==> src/rtl/gf_pkg.sv <==
// Shared Galois-field / Chien-search constants and the Chien controller state type.
package gf_pkg;

  localparam int SYMB_WIDTH             = 8;
  localparam int ROOTS_PER_CYCLE__CHIEN = 4;
  localparam int CYCLES_NUM__CHIEN      = 64;
  localparam int CNTR_WIDTH__CHIEN      = 6;
  localparam int N_LEN                  = 255;
  localparam int T_LEN                  = 8;
  localparam int EVAL_LAT               = 1;

  // Width of a locator degree / root count (0..T_LEN)
  localparam int DEG_WIDTH = $clog2(T_LEN + 1);

  typedef enum logic [1:0] {
    IDLE,
    SWEEP,
    DRAIN,
    DONE
  } chien_state_t;

endpackage

==> src/rtl/rs_chien_err_collect.sv <==
// Packs up to R lane hits per cycle, in lane order, into the error-position list.
// Keeps a count that saturates at T_LEN and a sticky overflow flag.
module rs_chien_err_collect #(
  parameter int SYMB_WIDTH             = gf_pkg::SYMB_WIDTH,
  parameter int ROOTS_PER_CYCLE__CHIEN = gf_pkg::ROOTS_PER_CYCLE__CHIEN,
  parameter int N_LEN                  = gf_pkg::N_LEN,
  parameter int T_LEN                  = gf_pkg::T_LEN
) (
  input  logic                                         aclk,
  input  logic                                         aresetn,
  input  logic                                         clr,
  input  logic                                         en,
  input  logic [ROOTS_PER_CYCLE__CHIEN-1:0]            root_hit,
  input  logic [ROOTS_PER_CYCLE__CHIEN*SYMB_WIDTH-1:0] root_alpha,
  output logic [$clog2(T_LEN+1)-1:0]                   err_cnt,
  output logic [T_LEN*SYMB_WIDTH-1:0]                  err_pos,
  output logic [$clog2(T_LEN+1)-1:0]                   cnt_nxt,
  output logic                                         ovf_nxt
);

  localparam int R  = ROOTS_PER_CYCLE__CHIEN;
  localparam int DW = $clog2(T_LEN + 1);

  logic [SYMB_WIDTH-1:0] pos_q [T_LEN];
  logic [SYMB_WIDTH-1:0] pos_d [T_LEN];
  logic [DW-1:0]         cnt_q;
  logic [DW-1:0]         cnt_d;
  logic                  ovf_q;
  logic                  ovf_d;
  logic [SYMB_WIDTH-1:0] alpha;

  // Next list/count/overflow: lanes walked 0..R-1 so same-cycle hits land in lane order.
  // The write slot is chosen by comparing against every list index rather than indexing
  // with the count, which is wider than the list address.
  always_comb begin
    pos_d = pos_q;
    cnt_d = cnt_q;
    ovf_d = ovf_q;
    alpha = '0;
    if (clr) begin
      for (int unsigned j = 0; j < T_LEN; j++) pos_d[j] = '0;
      cnt_d = '0;
      ovf_d = 1'b0;
    end else if (en) begin
      for (int unsigned i = 0; i < R; i++) begin
        alpha = root_alpha[i*SYMB_WIDTH +: SYMB_WIDTH];
        if (root_hit[i] && (int'(alpha) < N_LEN)) begin
          if (cnt_d == DW'(T_LEN)) begin
            ovf_d = 1'b1;
          end else begin
            for (int unsigned j = 0; j < T_LEN; j++) begin
              if (cnt_d == DW'(j)) pos_d[j] = alpha;
            end
            cnt_d = cnt_d + 1'b1;
          end
        end
      end
    end
  end

  // List, count and overflow registers
  always_ff @(posedge aclk) begin
    if (aresetn) begin
      for (int unsigned j = 0; j < T_LEN; j++) pos_q[j] <= '0;
      cnt_q <= '0;
      ovf_q <= 1'b0;
    end else begin
      pos_q <= pos_d;
      cnt_q <= cnt_d;
      ovf_q <= ovf_d;
    end
  end

  // Flatten the list onto the output bus, entry 0 in the low bits
  always_comb begin
    err_pos = '0;
    for (int unsigned j = 0; j < T_LEN; j++) err_pos[j*SYMB_WIDTH +: SYMB_WIDTH] = pos_q[j];
  end

  assign err_cnt = cnt_q;
  assign cnt_nxt = cnt_d;
  assign ovf_nxt = ovf_d;

endmodule

==> src/rtl/rs_chien_ctrl.sv <==
// Chien search sequencer: accepts a locator job, drives the root sweep, collects
// evaluator hits and hands an error-position list to the Forney stage.
module rs_chien_ctrl #(
  parameter int SYMB_WIDTH             = gf_pkg::SYMB_WIDTH,
  parameter int ROOTS_PER_CYCLE__CHIEN = gf_pkg::ROOTS_PER_CYCLE__CHIEN,
  parameter int CYCLES_NUM__CHIEN      = gf_pkg::CYCLES_NUM__CHIEN,
  parameter int CNTR_WIDTH__CHIEN      = gf_pkg::CNTR_WIDTH__CHIEN,
  parameter int N_LEN                  = gf_pkg::N_LEN,
  parameter int T_LEN                  = gf_pkg::T_LEN,
  parameter int EVAL_LAT               = gf_pkg::EVAL_LAT
) (
  input  logic                                         aclk,
  input  logic                                         aresetn,
  input  logic                                         errloc_vld,
  output logic                                         errloc_rdy,
  input  logic [$clog2(T_LEN+1)-1:0]                   errloc_deg,
  output logic                                         sweep_vld,
  output logic [CNTR_WIDTH__CHIEN-1:0]                 sweep_cntr,
  input  logic [ROOTS_PER_CYCLE__CHIEN-1:0]            root_hit,
  input  logic [ROOTS_PER_CYCLE__CHIEN*SYMB_WIDTH-1:0] root_alpha,
  output logic                                         res_vld,
  input  logic                                         res_rdy,
  output logic [$clog2(T_LEN+1)-1:0]                   res_err_cnt,
  output logic [T_LEN*SYMB_WIDTH-1:0]                  res_err_pos,
  output logic                                         res_fail
);

  import gf_pkg::*;

  localparam int DEG_W = $clog2(T_LEN + 1);
  // Cycles since accept, covering the sweep plus the evaluator drain
  localparam int WIN_W = $clog2(CYCLES_NUM__CHIEN + EVAL_LAT + 1);

  chien_state_t     state;
  logic [DEG_W-1:0] deg_q;
  logic [WIN_W-1:0] win_cnt;
  logic             accept;
  logic             busy;
  logic             col_en;
  logic [DEG_W-1:0] cnt_nxt;
  logic             ovf_nxt;
  logic             fail_d;

  assign accept = (state == IDLE) && errloc_vld;
  assign busy   = (state == SWEEP) || (state == DRAIN);
  // Hits for sweep cycle k arrive EVAL_LAT cycles later, so the window trails the sweep
  assign col_en = busy && (win_cnt >= WIN_W'(EVAL_LAT))
                       && (win_cnt < WIN_W'(CYCLES_NUM__CHIEN + EVAL_LAT));
  // Judged on the collector's next values so the final hit counts on the DONE edge
  assign fail_d = ovf_nxt || (cnt_nxt != deg_q);

  rs_chien_err_collect #(
    .SYMB_WIDTH             (SYMB_WIDTH),
    .ROOTS_PER_CYCLE__CHIEN (ROOTS_PER_CYCLE__CHIEN),
    .N_LEN                  (N_LEN),
    .T_LEN                  (T_LEN)
  ) u_collect (
    .aclk       (aclk),
    .aresetn    (aresetn),
    .clr        (accept),
    .en         (col_en),
    .root_hit   (root_hit),
    .root_alpha (root_alpha),
    .err_cnt    (res_err_cnt),
    .err_pos    (res_err_pos),
    .cnt_nxt    (cnt_nxt),
    .ovf_nxt    (ovf_nxt)
  );

  // Job sequencing FSM with registered handshake and sweep outputs
  always_ff @(posedge aclk) begin
    if (aresetn) begin
      state      <= IDLE;
      errloc_rdy <= 1'b1;
      sweep_vld  <= 1'b0;
      sweep_cntr <= '0;
      res_vld    <= 1'b0;
      res_fail   <= 1'b0;
      deg_q      <= '0;
      win_cnt    <= '0;
    end else begin
      sweep_vld <= 1'b0;
      case (state)
        IDLE: begin
          if (errloc_vld) begin
            deg_q      <= errloc_deg;
            state      <= SWEEP;
            errloc_rdy <= 1'b0;
            sweep_vld  <= 1'b1;
            sweep_cntr <= '0;
            win_cnt    <= '0;
          end
        end
        SWEEP: begin
          win_cnt <= win_cnt + 1'b1;
          if (sweep_cntr == CNTR_WIDTH__CHIEN'(CYCLES_NUM__CHIEN - 1)) begin
            sweep_cntr <= '0;
            if (EVAL_LAT == 0) begin
              state    <= DONE;
              res_vld  <= 1'b1;
              res_fail <= fail_d;
            end else begin
              state <= DRAIN;
            end
          end else begin
            sweep_cntr <= sweep_cntr + 1'b1;
          end
        end
        DRAIN: begin
          win_cnt <= win_cnt + 1'b1;
          if (win_cnt == WIN_W'(CYCLES_NUM__CHIEN + EVAL_LAT - 1)) begin
            state    <= DONE;
            res_vld  <= 1'b1;
            res_fail <= fail_d;
          end
        end
        DONE: begin
          if (res_rdy) begin
            state      <= IDLE;
            res_vld    <= 1'b0;
            res_fail   <= 1'b0;
            errloc_rdy <= 1'b1;
          end
        end
        default: state <= IDLE;
      endcase
    end
  end

endmodule
==> config.mk <==
export PLATFORM = sky130hd
export DESIGN_NAME = rs_chien_ctrl
export DESIGN_NICKNAME = d
export VERILOG_FILES = /design/src/rtl/gf_pkg.sv /design/src/rtl/rs_chien_err_collect.sv /design/src/rtl/rs_chien_ctrl.sv
export SDC_FILE = /design/constraint.sdc
export NUM_CORES = 1
export LEC_CHECK = 0
export ABC_CLOCK_PERIOD_IN_PS = 12700
export CAP_MARGIN = 25
export CELL_PAD_IN_SITES_DETAIL_PLACEMENT = 1
export CELL_PAD_IN_SITES_GLOBAL_PLACEMENT = 1
export CORE_ASPECT_RATIO = 0.6
export CORE_UTILIZATION = 35
export CTS_CLUSTER_SIZE = 30
export DETAILED_ROUTE_END_ITERATION = 12
export GPL_TIMING_DRIVEN = 0
export HOLD_SLACK_MARGIN = 0.08
export PLACE_DENSITY_LB_ADDON = 0.1
export SETUP_SLACK_MARGIN = 0.5
export SLEW_MARGIN = 30
export SYNTH_ARGS = -nofsm -noshare
export SYNTH_HDL_FRONTEND = slang
export SYNTH_SLANG_ARGS = --single-unit
==> constraint.sdc <==
create_clock -name aclk -period 12.7 [get_ports aclk]
set_input_delay 2.54 -clock aclk [delete_from_list [all_inputs] [get_ports aclk]]
set_output_delay 2.54 -clock aclk [all_outputs]
set_load 0.1 [all_outputs]
==> results.sh, run 1 <==
export IMPL_hold_path_startpoint="res_vld"
export IMPL_port_buffers=88
export IMPL_post_dp_hpwl_mm=26.08
export IMPL_initialDrtViolationCount=958
export IMPL_replace_congestion=0.9228
export IMPL_worst_path_buf_inv=5
export IMPL_rsz0062_at_grt="no"
export IMPL_dp_cells=1382
export IMPL_post_route_util_pct=43.56
export IMPL_timing_fmax_mhz=129.2
export IMPL_timing_slew_headroom_pct=32.19
export IMPL_grt_start_max_net_pins=15
export IMPL_antenna_violating_nets_post_route=0
export IMPL_synth_ff_type="dfxtp_1"
export IMPL_root_buffer="clkbuf_16"
export IMPL_hold_path_cell_count=1
export IMPL_min_period_ps=7742
export IMPL_grt_antenna_before_repair=0
export IMPL_max_cap_violations=0
export IMPL_yosysMostFrequentCell="nand2_1"
export IMPL_pwr_share_clk_pct=22.4
export IMPL_setup_worst_path_start_class="primary input"
export IMPL_final_nets=1180
export IMPL_sw_share_pct=50.85
export IMPL_synth_seq_cells=92
export IMPL_timing_setup_tns_ps=0
export IMPL_rr_startpoint="u_collect.err_cnt[0]"
export IMPL_yosys_top_cells_count="nand2_1 (145), mux2i_1 (124), a21oi_1 (123), dfxtp_1 (92), nor2_1 (80)"
export IMPL_finalSetupViolCount=0
export IMPL_run_status="finished clean"
export IMPL_cpPeakStageDelay_ps=660
export IMPL_synthCells=1015
export IMPL_fp_row_count=41
export IMPL_power_per_cell_area_nw_per_um2=150.0
export IMPL_grt_overflow=0
export IMPL_seqPwrFrac_pct=24.3
export IMPL_drc=0
export IMPL_clock_sinks=92
export IMPL_layout_filler_cells=2644
export IMPL_wp_data_arrival_ps=7970
export IMPL_leading_area_contributor_after_synthesis="dfxtp_1"
export IMPL_endpoint_kind="flip-flop"
export IMPL_worst_setup_path_class="primary input to flip-flop"
export IMPL_cp_cell_sequence="clkdlybuf4s50_1, o21ai_1, a21oi_1, ha_1, a31oi_2, xnor2_2, ha_1, clkbuf_1, inv_1, o41ai_2, a41oi_2, nand3_2, and2_1, inv_1, ha_1, nand2_1, a211o_1, buf_2, nand2_1, o211ai_1, a21oi_1"
export IMPL_pin_count=122
export IMPL_area_growth_pct=20.15
export IMPL_avgViaCountPerCell=6.035
export IMPL_internal_power_uw=683.6
export IMPL_ff2ff_setup_slack_ps=6730
export IMPL_h_tree_depth=3
export IMPL_drv_slew=0
export IMPL_grt_pass1_vias=8103
export IMPL_power_combinational_fraction_pct=53.3
export IMPL_detailedRoute_firstPassIterationCount=5
export IMPL_post_synth_num_cell_types=75
export IMPL_core_area_um2=21290
export IMPL_synth_top_area_share_pct=23.87
export IMPL_clock_tree_buffer_depth=2
export IMPL_yosysWarnings=0
export IMPL_grt_pass1_wl_mm=52.99
export IMPL_critical_path_required_ps=12930
export IMPL_post_cts_resized=0
export IMPL_syn_avg_cell_area_um2=7.603
export IMPL_synth_sequential_area_ratio_pct=23.87
export IMPL_grt_util_all_layers_pct=31.83
export IMPL_avgRoutedWirePerCell_um=25.40
export IMPL_r2r_cells=23
export IMPL_detailed_place_area_um2=8947
export IMPL_tritoncts="done"
export IMPL_postCtsSetupBuffers=0
export IMPL_design_area_um2=9273
export IMPL_final_layout_size_suffix_gt1_share_pct=8.311
export IMPL_endpoint_of_the_worst_slack_reg_to_reg_timing_path="u_collect.err_pos[47]"
export IMPL_dr_total_vias=8443
export IMPL_ir_drop_mv=0.08557
export IMPL_switching_power_of_the_nets_uw=707.2
export IMPL_cts_hold_buf=0
export IMPL_instances_no_fill=1399
export IMPL_synthesis_nets=1081
export IMPL_fp_dieArea_um2=22670
export IMPL_fin_skew_ps=15.72
export IMPL_final_period_utilization_pct=60.96
export IMPL_report_final_hold_viol_count=0
export IMPL_fp_dieW_um=193.7
export IMPL_crit_path_frequent_cell="ha_1"
export IMPL_tritoncts_num_buffers=9
export IMPL_die_height_um=117.0
export IMPL_max_slew_worst_pin_slew_ps=1009
export IMPL_critical_path_max_fanout=10
export IMPL_synth_cell_area_um2=7717
export IMPL_synth_top_cells_by_area="dfxtp_1 (24%), mux2i_1 (16%), a21oi_1 (8.0%)"
export IMPL_worst_skew_pair_late_latency_ps=390
export IMPL_worst_hold_path_endpoint="res_vld"
export IMPL_worst_path_dominant_cell_family="compound AO/OA/AOI/OAI gates"
export IMPL_cts_reportedPaths_clkPinSlew_ps=70
export IMPL_power_leakage_nw=3.810
export IMPL_hold_path_class="flip-flop to flip-flop"
export IMPL_wl_mm=35.53
export IMPL_synth_edf_count=0
export IMPL_worst_path_max_delay_cell="clkdlybuf4s50_1"
export IMPL_async_reset_ff_share_pct=0
export IMPL_initial_core_util_pct=36.25
-- layout by cell type (no fill, tap or decap), types with 3 or more instances in the layout --
cell type        netlist  routed
a211o_1                4       4
a211oi_1               5       5
a21o_1                 5       5
a21oi_1              123     123
a22oi_1                3       3
and2_1                14      14
buf_2                 28      29
buf_4                  8       8
clkbuf_1              52      53
clkbuf_16              0       9
clkdlybuf4s50_1        0      87
clkinv_2               0       3
dfxtp_1               92      92
ha_1                  22      22
inv_1                 16      16
mux2i_1              124     124
nand2_1              145     145
nand2b_1               4       4
nand3_1               16      16
nand4_1               18      18
nor2_1                80      80
nor3_1                16      14
nor3_2                 1       3
o211ai_1              52      52
o21a_1                 7       7
o21ai_0               54      54
o21ai_1               27      27
o221ai_1               9       9
o311ai_1               8       8
xnor2_1                9       9
xnor2_2                4       4
xor2_1                 5       5
-- worst max-delay path by stage --
stage                             start               endpoint  slack, ps  cells after the start
after floorplan           root_alpha[5]               res_fail       6050                     22
after global routing        root_hit[0]  u_collect.err_pos[47]       4480                     21
after CTS                   root_hit[0]  u_collect.err_pos[47]       5010                     21
final                       root_hit[0]  u_collect.err_pos[47]       4960                     21
after global placement      root_hit[0]               res_fail       4820                     22
after detailed placement    root_hit[0]  u_collect.err_pos[47]       4650                     21
-- layout make-up --
| class | count | area (um^2) | area share (%) |
|---|---|---|---|
| clock inverter | 5 | 75.07 | 0.8096 |
| multi-input combinational | 817 | 5415 | 58.40 |
| sequential | 92 | 1842 | 19.86 |
| tap | 279 | 349.1 | 3.765 |
| timing repair buffer | 88 | 875.8 | 9.445 |
| antenna | 1 | 2.502 | 0.02699 |
| clock buffer | 11 | 242.7 | 2.618 |
| buffer | 89 | 406.6 | 4.385 |
| inverter | 17 | 63.81 | 0.6882 |
-- sequential cells by signal (all words and copies together), names as in the netlist --
| name | flops |
|---|---|
| u_collect.err_pos | 64 |
| win_cnt | 7 |
| sweep_cntr | 6 |
| deg_q | 4 |
| u_collect.err_cnt | 4 |
| state | 2 |
| errloc_rdy | 1 |
| res_fail | 1 |
| res_vld | 1 |
| sweep_vld | 1 |
| u_collect.ovf_q | 1 |
-- worst reg2reg max path: cells and delay by family (launching register included) --
family | cells | cell delay [ps]
AND/OR/NAND/NOR | 5 | 1020
flip-flops | 1 | 490
adder cells (fa/ha/maj) | 4 | 1060
buffers and inverters | 5 | 1160
AO/OA/AOI/OAI | 7 | 1430
XOR/XNOR | 2 | 670
-- cell families (layout without fill, tap and decap cells) --
| group | after synthesis | count (layout) | synth area share [%] |
|---|---|---|---|
| adder cells (fa/ha/maj) | 22 | 22 | 3.567 |
| other | 0 | 1 | 0 |
| multiplexers | 129 | 129 | 17.01 |
| XOR/XNOR | 21 | 21 | 3.356 |
| buffers and inverters | 106 | 210 | 6.096 |
| AND/OR/NAND/NOR | 317 | 317 | 18.79 |
| AO/OA/AOI/OAI | 328 | 328 | 27.32 |
| flip-flops | 92 | 92 | 23.87 |
-- metrics by stage --
stage | hold slack (ps) | power, mW | setup WS (ps)
2_1_floorplan | 448.1 | 0.8385 | 6054
5_1_grt | 491.1 | 1.458 | 4476
3_5_place_dp | 456.8 | 1.067 | 4649
3_3_place_gp | 452.2 | 1.060 | 4816
4_1_cts | 471.8 | 1.378 | 5010
6_report | 470.7 | 1.391 | 4958
-- layer usage --
layer	GRT usage, %	part of all wire, %	vias up
li1	-	-	3879
met1	47.02	50	4147
met2	43.80	39	381
met3	9.484	9.9	36
met4	8.907	1.6	0
met5	0	0	-
-- power groups by stage --
stage	Combinational [mW]	Sequential, mW	Clock, mW
after floorplan	0.391	0.447	0
after global placement	0.716	0.344	0
after detailed placement	0.723	0.345	0
after CTS	0.726	0.338	0.314
after global routing	0.791	0.341	0.326
final	0.742	0.338	0.311
(Power assumes the default switching activity.)
==> run 2: changes to the inputs <==
ABC_CLOCK_PERIOD_IN_PS = 7200   (was 12700)
clock period = 7.2 ns   (was 12.7 ns; I/O delays follow)
==> run 2 against run 1 <==
Effect of this change: power rose by 77%; die area did not move; worst hold slack barely moved; critical endpoint is now res_fail; largest cell class unchanged.
==> results.sh, run 2 (synthesis gave the netlist of run 1 again) <==
export IMPL_power_per_cell_area_nw_per_um2=264.4
export IMPL_cts_hold_buf=0
export IMPL_detailedRoute_firstPassIterationCount=7
export IMPL_cp_cell_sequence="buf_4, nand4_4, o21ai_1, a21oi_1, ha_1, a31oi_2, xnor2_4, ha_1, clkbuf_2, inv_1, o41ai_2, a41oi_2, nand3_2, and2_1, inv_1, ha_1, o21ai_0, a21o_1, a21oi_1, xor2_1, nor2_1, o211ai_1, o31a_1"
export IMPL_worst_path_dominant_cell_family="compound AO/OA/AOI/OAI gates"
export IMPL_avgRoutedWirePerCell_um=25.45
export IMPL_grt_start_max_net_pins=15
export IMPL_timing_fmax_mhz=164.2
export IMPL_max_cap_violations=0
export IMPL_die_height_um=117.0
export IMPL_mostFrequentLayoutCell="nand2_1"
export IMPL_setup_worst_path_start_class="primary input"
export IMPL_fp_row_count=41
export IMPL_max_slew_worst_pin_slew_ps=990.9
export IMPL_most_common_layout_cells="nand2_1 (145), mux2i_1 (124), a21oi_1 (123), dfxtp_1 (92), clkdlybuf4s50_1 (86)"
export IMPL_drc=0
export IMPL_timing_slew_headroom_pct=33.73
export IMPL_power_leakage_nw=3.824
export IMPL_preCtsSetupSlack_ps=249.3
export IMPL_rsz0062_at_grt="no"
export IMPL_h_tree_depth=3
export IMPL_core_area_um2=21290
export IMPL_port_buffers=88
export IMPL_postCtsSetupBuffers=0
export IMPL_fp_dieW_um=193.7
export IMPL_root_buffer="clkbuf_16"
export IMPL_ir_drop_mv=0.1502
export IMPL_grt_antenna_before_repair=0
export IMPL_run_status="finished clean"
export IMPL_worst_skew_pair_late_latency_ps=380
export IMPL_fp_dieArea_um2=22670
export IMPL_clock_sinks=92
export IMPL_final_period_utilization_pct=84.57
export IMPL_wl_mm=35.60
export IMPL_fin_skew_ps=12.87
export IMPL_grt_pass1_wl_mm=52.99
export IMPL_worst_path_buf_inv=4
export IMPL_finalSetupViolCount=0
export IMPL_crit_path_frequent_cell="ha_1"
export IMPL_wp_data_arrival_ps=6350
export IMPL_post_dp_hpwl_mm=26.08
export IMPL_report_final_hold_viol_count=0
export IMPL_cts_reportedPaths_clkPinSlew_ps=60
export IMPL_pin_count=122
export IMPL_cpPeakStageDelay_ps=430
export IMPL_antenna_violating_nets_post_route=0
export IMPL_tritoncts_num_buffers=9
export IMPL_grt_util_all_layers_pct=31.83
export IMPL_worst_setup_path_class="primary input to flip-flop"
export IMPL_initial_core_util_pct=36.25
export IMPL_grt_pass1_vias=8103
export IMPL_area_growth_pct=20.36
export IMPL_avgViaCountPerCell=6.019
export IMPL_grt_overflow=0
export IMPL_endpoint_kind="flip-flop"
export IMPL_post_route_util_pct=43.63
export IMPL_largest_register_ffs=64
export IMPL_worst_path_max_delay_cell="o41ai_2"
export IMPL_replace_congestion=0.9228
export IMPL_dr_total_vias=8420
export IMPL_initialDrtViolationCount=993
export IMPL_min_period_ps=6089
export IMPL_fin_ws_ps=1111
export IMPL_tritoncts="done"
export IMPL_critical_path_required_ps=7460
export IMPL_critical_path_max_fanout=10
export IMPL_final_nets=1180
export IMPL_clock_tree_buffer_depth=2
export IMPL_drv_slew=0
export IMPL_final_layout_size_suffix_gt1_share_pct=8.490
export IMPL_timing_setup_tns_ps=0
export IMPL_hold_path_class="flip-flop to flip-flop"
-- run 2: cell count changes in the layout (fill, tap and decap cells not counted), sizes merged --
cell,previous run,this run
dlymetal6s2s,0,1
clkdlybuf4s50,87,86
-- run 2: power breakdown --
part | leakage, nW | internal, mW | switching, mW
combinational | 2.92 | 0.345 | 0.968
clock | 0.159 | 0.312 | 0.233
sequential | 0.743 | 0.551 | 0.0459
-- run 2: what timing repair did --
action                                  in CTS  in global routing
endpoints found under the hold margin        0                  0
resized for setup                            0                  5
endpoints found under the setup margin       0                 26
-- run 2: area by class of cell --
| class | count | area [um^2] |
|---|---|---|
| plain buffers | 89 | 407.9 |
| multi-input cells | 817 | 5428 |
| diodes | 1 | 2.502 |
| flip-flops and latches | 92 | 1842 |
| clock inverters | 5 | 75.07 |
| clock buffers | 11 | 242.7 |
| well taps | 279 | 349.1 |
| inverters | 17 | 63.81 |
| fillers | 2640 | 12000 |
| repair buffers | 88 | 878.3 |
-- run 2: through the flow --
step | instance area, um^2 | cells | total power [mW] | hold slack, ps
2_1_floorplan | 7717 | 1015 | 1.479 | 448.1
3_3_place_gp | 8947 | 1382 | 1.869 | 452.2
3_5_place_dp | 8947 | 1382 | 1.882 | 456.8
4_1_cts | 9265 | 1398 | 2.430 | 471.8
5_1_grt | 9286 | 1398 | 2.576 | 491.1
6_report | 9289 | 1399 | 2.456 | 470.6
-- run 2: per-layer routing --
metal	up-vias	GRT usage [%]	part of all wire, %
met5	-	0	0
met1	4149	47.02	50
met4	0	8.907	1.8
li1	3872	-	-
met2	354	43.80	38
met3	45	9.484	9.4
-- run 2: worst paths after layout --
check	from	to	slack [ps]	cells after the start
max	root_alpha[3]	res_fail	1110	23
min	res_vld	res_vld	470	1
max reg2reg	u_collect.err_cnt[0]	res_fail	1550	24
min reg2reg	res_vld	res_vld	470	1
==> run 3: changes to the inputs <==
ABC_CLOCK_PERIOD_IN_PS = 5100   (was 7200)
clock period = 5.1 ns   (was 7.2 ns; I/O delays follow)
==> run 3 against run 2 <==
Effect of this change: core utilization increased by 3.1 points; largest cell class unchanged; largest power group unchanged; clock power increased by 46%; flip-flop and latch count unchanged.
==> results.sh, run 3 (synthesis gave the netlist of run 1 again) <==
export IMPL_run_status="finished clean"
export IMPL_critical_path_max_fanout=10
export IMPL_preCtsSetupSlack_ps=-947.8
export IMPL_fp_dieW_um=193.7
export IMPL_mostFrequentLayoutCell="nand2_1"
export IMPL_setup_worst_path_start_class="primary input"
export IMPL_worst_path_max_delay_cell="o41ai_4"
export IMPL_h_tree_depth=3
export IMPL_antenna_cells_inserted=0
export IMPL_cpPeakStageDelay_ps=370
export IMPL_sequential_cell_area_um2=1846
export IMPL_detailedRoute_firstPassIterationCount=5
export IMPL_most_common_layout_cells="nand2_1 (142), mux2i_1 (124), a21oi_1 (120), dfxtp_1 (89), clkdlybuf4s50_1 (87)"
export IMPL_fin_ws_ps=431.0
export IMPL_port_buffers=88
export IMPL_post_dp_hpwl_mm=26.50
export IMPL_final_period_utilization_pct=91.55
export IMPL_die_height_um=117.0
export IMPL_worst_setup_path_class="primary input to flip-flop"
export IMPL_replace_congestion=0.9032
export IMPL_cp_cell_sequence="buf_12, nand4_4, o211ai_4, xnor2_4, ha_4, a31oi_4, xnor2_4, ha_2, buf_8, inv_4, o41ai_4, a41o_1, o21ai_4, and2_4, inv_4, ha_4, o21ai_1, a21o_1, a21oi_2, xor2_1, nor2_1, o211ai_1, o31a_1"
export IMPL_cts_hold_buf=0
export IMPL_setup_worst_path_start="root_alpha[3]"
export IMPL_worst_skew_pair_late_latency_ps=380
export IMPL_antenna_violating_nets_post_route=0
export IMPL_endpoint_kind="flip-flop"
export IMPL_critical_path_required_ps=5360
export IMPL_r2r_cells=24
export IMPL_hold_slack_ps=472.3
export IMPL_area_growth_pct=28.99
export IMPL_grt_overflow=0
export IMPL_timing_slew_headroom_pct=32.88
export IMPL_max_slew_worst_pin_slew_ps=999.1
export IMPL_clock_tree_buffer_depth=2
export IMPL_drv_slew=0
export IMPL_grt_start_max_net_pins=15
export IMPL_wp_data_arrival_ps=4930
export IMPL_rr_startpoint="u_collect.err_cnt[0]"
export IMPL_fp_dieArea_um2=22670
export IMPL_final_nets=1215
export IMPL_finalSetupViolCount=0
export IMPL_initialDrtViolationCount=858
export IMPL_hold_path_cell_count=2
export IMPL_avgViaCountPerCell=6.050
export IMPL_core_area_um2=21290
export IMPL_layout_filler_cells=2588
export IMPL_detailed_place_area_um2=9065
export IMPL_largest_register_ffs=64
export IMPL_final_layout_size_suffix_gt1_share_pct=13.95
export IMPL_fp_row_count=41
export IMPL_hold_path_class="flip-flop to flip-flop"
export IMPL_grt_util_all_layers_pct=32.49
export IMPL_root_buffer="clkbuf_16"
export IMPL_grt_pass1_vias=8248
export IMPL_power_leakage_nw=4.100
export IMPL_max_cap_violations=0
export IMPL_power_per_cell_area_nw_per_um2=372.1
export IMPL_rsz0062_at_grt="yes"
export IMPL_clock_sinks=92
export IMPL_initial_core_util_pct=36.25
export IMPL_min_period_ps=4669
export IMPL_ir_drop_mv=0.1950
export IMPL_tritoncts="done"
export IMPL_cts_reportedPaths_clkPinSlew_ps=70
export IMPL_design_area_um2=9955
export IMPL_grt_pass1_wl_mm=53.89
export IMPL_dr_total_vias=8669
export IMPL_ff2ff_setup_slack_ps=450
export IMPL_pin_count=122
export IMPL_report_final_hold_viol_count=0
export IMPL_endpoint_of_the_worst_slack_reg_to_reg_timing_path="res_fail"
export IMPL_fin_skew_ps=15.12
export IMPL_wl_mm=36.97
export IMPL_timing_setup_tns_ps=0
export IMPL_timing_fmax_mhz=214.2
export IMPL_drc=0
export IMPL_area_used_by_multi_input_combinational_logic_um2=5660
export IMPL_grt_antenna_before_repair=0
export IMPL_avgRoutedWirePerCell_um=25.80
export IMPL_crit_path_end="res_fail"
export IMPL_tritoncts_num_buffers=9
run 3: changes by cell type in the layout (fill, tap and decap cells not counted), moves of 6 or more:
cell,before,now
buf_12,0,7
buf_4,8,41
buf_2,29,18
ha_1,22,16
run 3: final cells by class:
type / count / share of cell area (%)
Multi-Input combinational cell: 817 / 56.86
Inverter: 17 / 0.7290
Clock inverter: 3 / 0.6787
Timing Repair Buffer: 123 / 11.41
Buffer: 89 / 5.556
Clock buffer: 13 / 2.715
Tap cell: 279 / 3.507
Sequential cell: 92 / 18.54
run 3: power by group:
part	internal [mW]	total [mW]	switching [mW]	leakage (nW)
logic	0.614	2.07	1.45	3.19
registers	0.779	0.843	0.0649	0.745
clock network	0.470	0.796	0.325	0.162
run 3: how the worst min path moves through the flow:
stage	start	endpoint	slack [ps]
after floorplan	deg_q[1]	deg_q[1]	450
after global placement	res_vld	res_vld	450
after detailed placement	u_collect.err_pos[52]	u_collect.err_pos[52]	470
after CTS	u_collect.err_pos[52]	u_collect.err_pos[52]	480
after global routing	u_collect.err_pos[45]	u_collect.err_pos[45]	490
final	u_collect.err_pos[52]	u_collect.err_pos[52]	470
run 3: repair_timing:
action,in CTS,in global routing
buffers inserted,9,25
pin swaps,10,18
gates cloned,0,1
endpoints found under the setup margin,70,60
gates resized for setup,29,42
run 3: metal layers:
layer | wire (um) | share of wire, % | vias up | track usage (%)
li1 | - | - | 3946 | -
met1 | 17710 | 48 | 4233 | 46.76
met2 | 14400 | 39 | 421 | 45.17
met3 | 3886 | 11 | 67 | 10.34
met4 | 923 | 2.5 | 2 | 10.45
met5 | 54 | 0.15 | - | 0
run 3: worst max-delay path, delay by kind of cell:
kind / cells / cell delay (ps)
adder cells (fa/ha/maj): 3 / 620
AO/OA/AOI/OAI: 10 / 1840
AND/OR/NAND/NOR: 3 / 450
XOR/XNOR: 3 / 600
buffers and inverters: 4 / 370
run 3: through the flow:
stage | power [mW] | cells | util [%]
finish | 3.705 | 1433 | 46.76
detailed placement | 2.697 | 1382 | 42.58
global route | 3.867 | 1433 | 46.76
global placement | 2.668 | 1382 | 42.53
CTS | 3.551 | 1407 | 45.11
floorplan | 2.119 | 1015 | -
